File: src/rtl/deserializer.sv
// HS receive deserializer: hunts for the leader sync byte on a two-bit-per-clock
// stream, then reassembles aligned bytes with a one-cycle valid strobe.
//
// state   | meaning
// --------+-------------------------------------------------------------
// IDLE    | receiver disabled; shift register and counters held clear
// HUNT    | shifting every pair, comparing against SYNC_WORD at any phase
// RECEIVE | aligned; one byte delivered every fourth pair
// ERR     | sync not found in time; outputs idle until enable drops
module deserializer #(
  parameter logic [7:0] SYNC_WORD    = 8'hB8,
  parameter int         SYNC_TIMEOUT = 64
) (
  input  logic       RxDDRClkHS,
  input  logic       RxRst,
  input  logic       deserializer_en,
  input  logic       Serial_Bit1,
  input  logic       Serial_Bit2,
  output logic [7:0] RxByteHS_Data,
  output logic       RxValidHS,
  output logic       RxActiveHS,
  output logic       RxSyncHS,
  output logic       ErrSotSyncHS
);

  localparam logic [1:0] S_IDLE = 2'd0;
  localparam logic [1:0] S_HUNT = 2'd1;
  localparam logic [1:0] S_RECV = 2'd2;
  localparam logic [1:0] S_ERR  = 2'd3;

  localparam logic [7:0] TMO_LIMIT = 8'(SYNC_TIMEOUT);

  logic [1:0] state_q, state_d;
  logic [7:0] sh_q, sh_d;
  logic [1:0] pcnt_q, pcnt_d;
  logic [7:0] tmo_q, tmo_d;
  logic [7:0] byte_q, byte_d;
  logic       valid_q, valid_d;
  logic       active_q, active_d;
  logic       sync_q, sync_d;
  logic       err_q, err_d;

  logic [7:0] next_sh;
  logic [7:0] tmo_inc;

  // Odd bit lands above the even bit; oldest pair ends up in sh[1:0].
  assign next_sh = {Serial_Bit1, Serial_Bit2, sh_q[7:2]};
  assign tmo_inc = tmo_q + 8'd1;

  always_comb begin
    state_d = state_q;
    sh_d    = sh_q;
    pcnt_d  = pcnt_q;
    tmo_d   = tmo_q;
    byte_d  = byte_q;
    valid_d = 1'b0;
    sync_d  = 1'b0;
    err_d   = 1'b0;

    if (!deserializer_en) begin
      // A pair sampled while enable is low is never part of a byte.
      state_d = S_IDLE;
      sh_d    = 8'h00;
      pcnt_d  = 2'd0;
      tmo_d   = 8'h00;
    end else begin
      case (state_q)
        S_IDLE: begin
          state_d = S_HUNT;
          sh_d    = 8'h00;
          pcnt_d  = 2'd0;
          tmo_d   = 8'h00;
        end
        S_HUNT: begin
          sh_d  = next_sh;
          tmo_d = tmo_inc;
          if (next_sh == SYNC_WORD) begin
            state_d = S_RECV;
            sync_d  = 1'b1;
            pcnt_d  = 2'd0;
          end else if (tmo_inc == TMO_LIMIT) begin
            state_d = S_ERR;
            err_d   = 1'b1;
          end
        end
        S_RECV: begin
          sh_d   = next_sh;
          pcnt_d = pcnt_q + 2'd1;
          if (pcnt_q == 2'd3) begin
            byte_d  = next_sh;
            valid_d = 1'b1;
          end
        end
        default: begin
          sh_d = 8'h00;
        end
      endcase
    end

    active_d = (state_d == S_RECV);
  end

  always_ff @(posedge RxDDRClkHS) begin
    if (RxRst) begin
      state_q  <= S_IDLE;
      sh_q     <= 8'h00;
      pcnt_q   <= 2'd0;
      tmo_q    <= 8'h00;
      byte_q   <= 8'h00;
      valid_q  <= 1'b0;
      active_q <= 1'b0;
      sync_q   <= 1'b0;
      err_q    <= 1'b0;
    end else begin
      state_q  <= state_d;
      sh_q     <= sh_d;
      pcnt_q   <= pcnt_d;
      tmo_q    <= tmo_d;
      byte_q   <= byte_d;
      valid_q  <= valid_d;
      active_q <= active_d;
      sync_q   <= sync_d;
      err_q    <= err_d;
    end
  end

  assign RxByteHS_Data = byte_q;
  assign RxValidHS     = valid_q;
  assign RxActiveHS    = active_q;
  assign RxSyncHS      = sync_q;
  assign ErrSotSyncHS  = err_q;

endmodule

File: config.mk
export PLATFORM = sky130hd
export DESIGN_NAME = deserializer
export DESIGN_NICKNAME = d
export VERILOG_FILES = /design/src/rtl/deserializer.sv
export SDC_FILE = /design/constraint.sdc
export NUM_CORES = 1
export LEC_CHECK = 0
export ABC_CLOCK_PERIOD_IN_PS = 3500
export BUFFER_PORTS_ARGS = -buffer_cell sky130_fd_sc_hd__buf_2
export CAP_MARGIN = 25
export CORE_UTILIZATION = 50
export CTS_BUF_LIST = sky130_fd_sc_hd__clkbuf_16
export DETAILED_ROUTE_END_ITERATION = 8
export MAX_ROUTING_LAYER = met4
export PLACE_DENSITY_LB_ADDON = 0.1
export SYNTH_ARGS = -nofsm -noshare
export SYNTH_HDL_FRONTEND = slang
export SYNTH_SLANG_ARGS = --single-unit
File: constraint.sdc
create_clock -name RxDDRClkHS -period 3.5 [get_ports RxDDRClkHS]
set_input_delay 0.175 -clock RxDDRClkHS [delete_from_list [all_inputs] [get_ports RxDDRClkHS]]
set_output_delay 0.175 -clock RxDDRClkHS [all_outputs]
set_load 0.1 [all_outputs]
==> results.sh, run 1 <==
export IMPL_syn_inst=155
export IMPL_cts_sinks=30
export IMPL_place_area_um2=1440
export IMPL_clock_path_buffers=2
export IMPL_p_per_area_nw_per_um2=524
export IMPL_clk_pin_slew_worst_paths_ns=0.05
export IMPL_antenna_left=0
export IMPL_start_util_pct=53.9
export IMPL_criticalPathCategory="flop to flop"
export IMPL_num_vias=1151
export IMPL_grt_pass1_wl_mm=4.64
export IMPL_final_util_pct=63.4
export IMPL_p_leak_nw=0.649
export IMPL_yosys_warnings=0
export IMPL_final_area_um2=1600
export IMPL_clk_latency_ns=0.27
export IMPL_ff2ff_path_depth=6
export IMPL_status="finished clean"
export IMPL_synth_common_cells="30 x dfxtp_1, 21 x nand2_1, 19 x a21oi_1"
export IMPL_cp_start_kind="flop"
export IMPL_totalWireLength_mm=2.83
export IMPL_synth_nets=167
export IMPL_maxSlewViolCount=0
export IMPL_cts_setup_buffers=0
export IMPL_hold_class="input port to flop"
export IMPL_ys_seq_elements=30
export IMPL_setup_violations_final=0
export IMPL_cts_buffers_inserted=5
export IMPL_core_um2=2520
export IMPL_final_nets=182
export IMPL_synth_distinct_cells=36
export IMPL_dr_wl_met3_um=179
export IMPL_postSynth_asyncResetShare_pct=0
export IMPL_antenna_found_initial=0
export IMPL_post_synth_top_count_cell="dfxtp_1"
export IMPL_pwr_share_seq_pct=41.2
export IMPL_synth_edff_count=0
export IMPL_grt_pass1_vias=1030
export IMPL_hold_depth=2
export IMPL_fmax_mhz=511
export IMPL_port_buffers=16
export IMPL_num_antenna_cells=0
export IMPL_ctsResizeCount=0
export IMPL_pwr_share_clk_pct=55.6
export IMPL_n_fill_cell=214
export IMPL_crit_arrival_ns=2.16
export IMPL_dp_hpwl_mm=1.93
export IMPL_die_w_um=54.1
export IMPL_cts_max_level=2
export IMPL_ctsRootBufferMaster="clkbuf_16"
export IMPL_fin_setup_tns_ns=0
export IMPL_vdd_drop_max_uv=547
export IMPL_swShare_pct=18.7
export IMPL_maxCapViolations=0
export IMPL_setup_slack_ns=1.54
export IMPL_place_ws_ns=1.58
export IMPL_relSlewSlack_pct=63.3
export IMPL_wl_met2_mm=1.21
export IMPL_whs_ns=0.165
export IMPL_track_usage_pct=24.2
export IMPL_yosys_area_top_type="dfxtp_1"
export IMPL_period_share_pct=55.9
export IMPL_skew_ns=0.00693
export IMPL_p_sw_uw=157
export IMPL_pin_count=17
export IMPL_syn_to_final_growth_pct=17.7
export IMPL_finalHoldViolations=0
export IMPL_ys_seq_area_share_pct=44.2
export IMPL_endpoint_kind="flop"
export IMPL_dr_pass1_iters=4
export IMPL_post_route_drc_count=0
export IMPL_rsz0062_at_grt="no"
export IMPL_wl_per_cell_um=14.1
export IMPL_gp_congestion=0.851
export IMPL_synth_cell_area_um2=1360
export IMPL_finalCriticalPeriod_ns=1.96
export IMPL_grt_start_max_net_pins=15
export IMPL_worst_slew_pin_slew_ns=0.544
export IMPL_p_int_uw=682
export IMPL_die_area_um2=2930
export IMPL_required_ns=3.71
export IMPL_dp_cells=193
export IMPL_synth_area_leaders="dfxtp_1 44%, a21oi_1 7.0%, ha_1 6.4%, nand2_1 5.8%, and3_1 4.6%"
export IMPL_ctsHoldBuffers=0
export IMPL_drtIter0Drc=40
export IMPL_synth_ff_type="dfxtp_1"
export IMPL_topRoutingLayerUsed="met4"
export IMPL_grt_overflow=0
export IMPL_wl_met1_mm=1.39
export IMPL_fp_dieH_um=54.1
export IMPL_fin_cells=201
export IMPL_row_count=18
export IMPL_total_power_uw=839
export IMPL_crit_path_max_fanout=6
export IMPL_pwr_share_comb_pct=3.2
export IMPL_viasPerCell=5.73
export IMPL_post_route_cells_drive_above_1_share_pct=14.6
export IMPL_synth_top_area_share_pct=44.2
export IMPL_cts_tree="built"
export IMPL_avgSynthCellArea_um2=8.77
## sequential cells by signal, indices dropped and copies added, names as in the netlist
signal,cells
RxByteHS_Data,8
tmo_q,8
sh_q,6
pcnt_q,2
state_q,2
ErrSotSyncHS,1
RxActiveHS,1
RxSyncHS,1
RxValidHS,1
## layer usage
layer  up-vias  global-route usage (%)
met3         4                    8.47
met5         -                       -
met4         0                    10.3
met1       529                    30.8
li1        582                       -
met2        36                    34.1
## final timing paths
check	end	slack (ns)	from
worst min register to register	RxByteHS_Data[0]	0.45	sh_q[2]
worst max-delay path	state_q[0]	1.54	tmo_q[0]
worst max register to register	state_q[0]	1.54	tmo_q[0]
worst min-delay path	sh_q[7]	0.16	Serial_Bit1
## kinds of logic after synthesis
family	after synthesis	synth area share, %
simple gates	68	26.7
compound gates	35	16.2
flops	30	44.2
buf+inv	11	3.78
fa+ha+maj	7	6.45
xor+xnor	3	1.93
mux	1	0.737
## power groups by stage
stage	Clock, mW	Sequential, mW	Combinational [mW]
2_1_floorplan	0	0.352	0.0186
3_3_place_gp	0	0.352	0.0259
3_5_place_dp	0	0.352	0.0263
4_1_cts	0.479	0.345	0.0265
5_1_grt	0.492	0.345	0.0305
6_report	0.466	0.345	0.0270
## area by class of cell
class                   instances  area [um^2]  share of cell area, %
multi-input cells             114          707                   44.2
flip-flops and latches         30          601                   37.6
clock buffers                   5          125                   7.82
repair buffers                 16         80.1                   5.01
clock inverters                 3         37.5                   2.35
well taps                      30         37.5                   2.35
inverters                       3         11.3                  0.704
## layout by cell type (no fill, tap or decap), types with 2 or more instances in the layout
cell type	instances
a21oi_1	19
nor2b_1	2
or4_1	2
nor3_1	5
nand3b_1	3
a211oi_1	2
nor3b_1	2
and3_1	10
nor2_1	9
nand2b_1	4
o21ai_0	5
ha_1	7
nand3_1	3
nand2_1	21
nand4_1	2
xnor2_1	2
clkbuf_16	5
dfxtp_1	30
buf_2	16
inv_1	5
a31oi_1	2
## critical path: stages (launching register included)
cell and delay, ns:
dfxtp_1 0.40, ha_1 0.28, nand2_1 0.09, o32ai_2 0.27, o221ai_2 0.16, o41ai_1 0.50
nor2b_1 0.20
Power figures use the tool's default switching activity.
==> run 2: changes to the inputs <==
--- a/config.mk
+++ b/config.mk
@@ -5,7 +5,7 @@
 export SDC_FILE = /design/constraint.sdc
 export NUM_CORES = 1
 export LEC_CHECK = 0
-export ABC_CLOCK_PERIOD_IN_PS = 3500
+export ABC_CLOCK_PERIOD_IN_PS = 1700
 export BUFFER_PORTS_ARGS = -buffer_cell sky130_fd_sc_hd__buf_2
 export CAP_MARGIN = 25
 export CORE_UTILIZATION = 50
==> constraint.sdc (replaced) <==
create_clock -name RxDDRClkHS -period 1.7 [get_ports RxDDRClkHS]
set_input_delay 0.085 -clock RxDDRClkHS [delete_from_list [all_inputs] [get_ports RxDDRClkHS]]
set_output_delay 0.085 -clock RxDDRClkHS [all_outputs]
set_load 0.1 [all_outputs]
==> run 2 against run 1 <==
  * Routed wire length increased by 7.8%
  * Non-clock buffer count up 11
  * Worst setup slack worse by 1.5 ns
  * Critical endpoint is now RxActiveHS
==> results.sh, run 2 (synthesis gave the netlist of run 1 again) <==
export IMPL_status="finished clean"
export IMPL_dp_hpwl_mm=2.04
export IMPL_min_from="Serial_Bit1"
export IMPL_swShare_pct=21.6
export IMPL_port_buffers=16
export IMPL_cts_max_level=2
export IMPL_ctsHoldBuffers=0
export IMPL_start_util_pct=53.9
export IMPL_relSlewSlack_pct=61.1
export IMPL_p_int_mw=1.27
export IMPL_wl_met2_mm=1.43
export IMPL_vdd_drop_max_uv=766
export IMPL_pwr_share_comb_pct=4.3
export IMPL_die_area_um2=2930
export IMPL_layout_commonest_cell="dfxtp_1"
export IMPL_wl_met1_mm=1.45
export IMPL_syn_to_final_growth_pct=25.7
export IMPL_finalCriticalPeriod_ns=1.63
export IMPL_worst_slew_pin_slew_ns=0.584
export IMPL_r2r_slack_ns=0.07
export IMPL_fmax_mhz=612
export IMPL_viasPerCell=5.49
export IMPL_pwr_share_seq_pct=44.0
export IMPL_cp_start_kind="flop"
export IMPL_skew_ns=0.00626
export IMPL_most_common_layout_cells="24 x dfxtp_1, 21 x nand2_1, 19 x a21oi_1"
export IMPL_fin_setup_tns_ns=0
export IMPL_p_leak_nw=0.690
export IMPL_required_ns=1.89
export IMPL_grt_overflow=0
export IMPL_topRoutingLayerUsed="met4"
export IMPL_core_um2=2520
export IMPL_track_usage_pct=24.8
export IMPL_criticalPathCategory="flop to flop"
export IMPL_dr_pass1_iters=4
export IMPL_maxCapViolations=0
export IMPL_fp_dieH_um=54.1
export IMPL_fin_cells=212
export IMPL_cts_tree="built"
export IMPL_ff2ff_path_depth=6
export IMPL_antenna_left=0
export IMPL_period_share_pct=96.1
export IMPL_grt_start_max_net_pins=15
export IMPL_hold_class="input port to flop"
export IMPL_pin_count=17
export IMPL_setup_violations_final=0
export IMPL_maxSlewViolCount=0
export IMPL_wl_per_cell_um=14.4
export IMPL_crit_path_max_fanout=4
export IMPL_endpoint_kind="flop"
export IMPL_rr_startpoint="tmo_q[1]"
export IMPL_min_to="sh_q[7]"
export IMPL_multiInputGateArea_um2=747
export IMPL_num_antenna_cells=0
export IMPL_drtIter0Drc=27
export IMPL_grt_pass1_wl_mm=4.80
export IMPL_dr_wl_met3_um=108
export IMPL_pwr_share_clk_pct=51.7
export IMPL_cts_buffers_inserted=5
export IMPL_cts_sinks=30
export IMPL_seq_area_um2=608
export IMPL_row_count=18
export IMPL_r2r_end="RxActiveHS"
export IMPL_finalHoldViolations=0
export IMPL_clk_latency_ns=0.28
export IMPL_post_route_cells_drive_above_1_share_pct=26.9
export IMPL_post_route_drc_count=0
export IMPL_hold_depth=2
export IMPL_ctsRootBufferMaster="clkbuf_16"
export IMPL_antenna_found_initial=0
export IMPL_p_per_area_nw_per_um2=946
export IMPL_clock_path_buffers=2
export IMPL_n_fill_cell=206
export IMPL_gp_congestion=0.811
export IMPL_p_sw_uw=348
export IMPL_dp_cells=204
export IMPL_crit_arrival_ns=1.82
export IMPL_totalWireLength_mm=3.04
export IMPL_die_w_um=54.1
export IMPL_num_vias=1163
export IMPL_rsz0062_at_grt="yes"
export IMPL_grt_pass1_vias=1061
export IMPL_clk_pin_slew_worst_paths_ns=0.05
export IMPL_final_nets=193
-- run 2: changes by cell type in the layout (fill, tap and decap cells not counted), sizes merged --
cell,delta
bufinv,-1
clkinvlp,+1
clkinv,+2
inv,-2
buf,+11
-- run 2: cell type report --
cell class              count  area share, %
clock buffers               5           7.33
repair buffers             27           9.52
inverters                   3          0.659
well taps                  30           2.20
multi-input cells         114           43.7
flip-flops and latches     30           35.6
clock inverters             3          0.952
-- run 2: timing repair --
action,CTS,global route
gates resized for setup,3,7
setup endpoints to repair,2,3
setup buffers,0,0
pin swaps,1,4
-- run 2: critical path, stage by stage (launching register included) --
cell and delay [ns]:
dfxtp_2 0.35, buf_4 0.13, and3_4 0.19, and3_1 0.17, o221ai_2 0.14, or3_4 0.40, a211oi_2 0.18
-- run 2: how the worst max path moves through the flow --
stage / startpoint / to / slack (ns) / cells after the start
after floorplan: tmo_q[0] / RxActiveHS / 0.02 / 6
after global placement: tmo_q[1] / RxActiveHS / 0.02 / 6
after detailed placement: tmo_q[1] / RxActiveHS / -0.03 / 6
after CTS: tmo_q[3] / RxActiveHS / 0.005 / 5
after global routing: tmo_q[1] / RxActiveHS / -0.04 / 6
final: tmo_q[1] / RxActiveHS / 0.07 / 6
-- run 2: per-stage QoR --
step / util, % / hold slack, ns / setup WS [ns] / area (um^2) / power (mW)
global route: 67.7 / 0.104 / -0.0356 / 1710 / 1.66
CTS: 66.5 / 0.0652 / 0.00455 / 1680 / 1.62
global placement: 60.4 / 0.344 / 0.0214 / 1520 / 0.790
detailed placement: 60.4 / 0.349 / -0.0260 / 1520 / 0.790
finish: 67.7 / 0.0668 / 0.0657 / 1710 / 1.62
floorplan: - / 0.221 / 0.0185 / 1360 / 0.762
-- run 2: per-layer routing --
layer  track usage, %  vias up
met2             38.2       28
li1                 -      601
met5                -        -
met3             6.78        4
met1             28.9      530
met4             13.7        0
-- run 2: power by group through the flow --
stage	registers, mW	logic [mW]	clock network, mW
global placement	0.724	0.0663	0
floorplan	0.724	0.0384	0
finish	0.710	0.0699	0.835
CTS	0.710	0.0668	0.844
detailed placement	0.724	0.0663	0
global route	0.710	0.0776	0.877
==> run 3: changes to the inputs <==
--- a/config.mk
+++ b/config.mk
@@ -5,6 +5,7 @@
 export SDC_FILE = /design/constraint.sdc
 export NUM_CORES = 1
 export LEC_CHECK = 0
+export ABC_AREA = 1
 export ABC_CLOCK_PERIOD_IN_PS = 1700
 export BUFFER_PORTS_ARGS = -buffer_cell sky130_fd_sc_hd__buf_2
 export CAP_MARGIN = 25
==> run 3 against run 2 <==
  * Final cell count rose by 12%
  * Sequential power about the same
  * Combinational power decreased by 5.4%
  * Critical path depth up 6
  * Fmax rose by 5.5%
  * Utilization fell by 0.30 points
  * Worst setup slack gained 0.085 ns
  * First-iteration DRC count increased by 56%
  * Die area is 2.5% higher
  * Sequential cell count unchanged
==> results.sh, run 3 <==
export IMPL_hold_class="input port to flop"
export IMPL_status="finished clean"
export IMPL_crit_arrival_ns=1.71
export IMPL_postSynth_asyncResetShare_pct=0
export IMPL_yosys_area_top_type="dfxtp_1"
export IMPL_fin_setup_tns_ns=0
export IMPL_port_buffers=16
export IMPL_synth_common_cells="44 x nand2_1, 30 x dfxtp_1, 21 x inv_1"
export IMPL_cpPeakStageDelay_ns=0.38
export IMPL_core_um2=2540
export IMPL_most_common_layout_cells="44 x nand2_1, 29 x dfxtp_1, 21 x inv_1"
export IMPL_fmax_mhz=646
export IMPL_finalCriticalPeriod_ns=1.55
export IMPL_cts_tree="built"
export IMPL_cts_max_level=2
export IMPL_n_fill_cell=220
export IMPL_drtIter0Drc=42
export IMPL_dp_hpwl_mm=2.15
export IMPL_dr_pass1_iters=4
export IMPL_ctsRootBufferMaster="clkbuf_16"
export IMPL_required_ns=1.86
export IMPL_pin_count=17
export IMPL_ys_seq_elements=30
export IMPL_num_vias=1240
export IMPL_maxSlewViolCount=0
export IMPL_wl_per_cell_um=13.1
export IMPL_synth_edff_count=0
export IMPL_path_cells="ha_4 -> nand2_1 -> nor2_2 -> nand3_1 -> nand2_1 -> nor2_2 -> nand3_2 -> nand2_1 -> nand2_1 -> nand2_1 -> nand2_1 -> nor2_2"
export IMPL_synth_top_area_share_pct=43.1
export IMPL_post_route_drc_count=0
export IMPL_row_count=18
export IMPL_die_w_um=54.8
export IMPL_cts_setup_buffers=0
export IMPL_dp_cells=229
export IMPL_track_usage_pct=24.1
export IMPL_clock_path_buffers=2
export IMPL_p_leak_nw=0.713
export IMPL_ctsHoldBuffers=0
export IMPL_num_antenna_cells=0
export IMPL_gp_congestion=0.910
export IMPL_post_synth_top_count_cell="nand2_1"
export IMPL_grt_pass1_vias=1031
export IMPL_skew_ns=0.00544
export IMPL_syn_inst=185
export IMPL_synth_cell_area_um2=1390
export IMPL_ys_seq_area_share_pct=43.1
export IMPL_post_route_cells_drive_above_1_share_pct=20.3
export IMPL_grt_overflow=0
export IMPL_die_area_um2=3000
export IMPL_place_area_um2=1510
export IMPL_criticalPathCategory="flop to flop"
export IMPL_yosys_warnings=0
export IMPL_grt_start_max_net_pins=12
export IMPL_fp_dieH_um=54.8
export IMPL_slowest_stage="dfxtp_1"
export IMPL_syn_to_final_growth_pct=23.1
export IMPL_layout_commonest_cell="nand2_1"
export IMPL_synth_nets=197
export IMPL_cts_buffers_inserted=5
export IMPL_cp_start_kind="flop"
export IMPL_period_share_pct=91.1
export IMPL_viasPerCell=5.23
export IMPL_synth_distinct_cells=22
export IMPL_p_per_area_nw_per_um2=1120
export IMPL_final_area_um2=1720
export IMPL_start_util_pct=54.8
export IMPL_vdd_drop_max_uv=1490
export IMPL_totalWireLength_mm=3.12
export IMPL_cts_sinks=30
export IMPL_relSlewSlack_pct=67.9
export IMPL_grt_pass1_wl_mm=4.71
export IMPL_clk_pin_slew_worst_paths_ns=0.05
export IMPL_crit_path_max_fanout=3
export IMPL_fin_cells=237
export IMPL_avgSynthCellArea_um2=7.53
export IMPL_antenna_found_initial=0
export IMPL_endpoint_kind="flop"
export IMPL_clk_latency_ns=0.28
export IMPL_synth_ff_type="dfxtp_1"
export IMPL_synth_area_leaders="dfxtp_1 43%, nand2_1 12%, a21oi_1 6.8%, ha_1 6.3%, inv_1 5.7%"
export IMPL_cpMostUsedCell="nand2_1"
export IMPL_maxCapViolations=0
export IMPL_setup_violations_final=0
export IMPL_finalHoldViolations=0
export IMPL_worst_slew_pin_slew_ns=0.485
export IMPL_antenna_left=0
export IMPL_final_nets=218
run 3: changes by cell type after synthesis, moves of 5 or more:
cell     before  now
nor2_2        0    5
nand4_1       2   12
nand3_1       3   10
and3_1       10    0
nand2_1      21   44
inv_1         3   21
nor2_1        9   18
run 3: layout make-up:
type | instances | area, um^2 | area share, %
clock buffers | 5 | 125 | 7.29
inverters | 24 | 95.1 | 5.54
flip-flops and latches | 30 | 604 | 35.2
repair buffers | 19 | 103 | 5.98
well taps | 30 | 37.5 | 2.19
multi-input cells | 126 | 687 | 40.0
clock inverters | 3 | 63.8 | 3.72
run 3: cells by family after synthesis:
group | share of synthesized area [%]
AOI/OAI and AO/OA | 9.43
buffers and inverters | 8.53
DFF | 43.1
and+or+nand+nor | 32.7
adders and majority gates | 6.28
run 3: path summary, 6_finish.rpt:
| check | from | endpoint | slack [ns] | cells past startpoint |
|---|---|---|---|---|
| max reg2reg | tmo_q[0] | state_q[0] | 0.15 | 12 |
| min reg2reg | sh_q[5] | sh_q[3] | 0.45 | 2 |
| max | tmo_q[0] | state_q[0] | 0.15 | 12 |
| min | Serial_Bit1 | sh_q[7] | 0.07 | 3 |
run 3: power breakdown:
group	total, mW	internal (mW)	leakage (nW)	switching, mW
registers	0.710	0.706	0.243	0.00330
logic	0.0661	0.0206	0.379	0.0456
clock network	1.14	0.833	0.0915	0.310
run 3: timing repair:
item	4_1_cts	5_1_grt
endpoints found under the hold margin	0	0
setup endpoints to repair	0	2
gates resized for setup	0	4
run 3: stage by stage:
step | hold slack, ns | total power, mW | util (%) | setup slack, ns
CTS | 0.0724 | 1.92 | 66.8 | 0.0825
global route | 0.0777 | 1.96 | 67.4 | -0.00242
detailed placement | 0.350 | 0.790 | 59.3 | 0.123
floorplan | 0.219 | 0.770 | - | 0.250
finish | 0.0656 | 1.92 | 67.4 | 0.151
global placement | 0.347 | 0.789 | 59.3 | 0.192
run 3: layer usage:
layer	track usage, %	wire length (um)	up-vias
met5	-	0	-
met4	10.3	57	0
met3	9.17	121	9
met2	37.3	1510	19
met1	27.5	1430	570
li1	-	-	642
run 3: worst max-delay path: cells and delay by family, from the launching register on:
kind | cells | cell delay, ns
and+or+nand+nor | 11 | 0.88
DFF | 1 | 0.38
adders and majority gates | 1 | 0.17
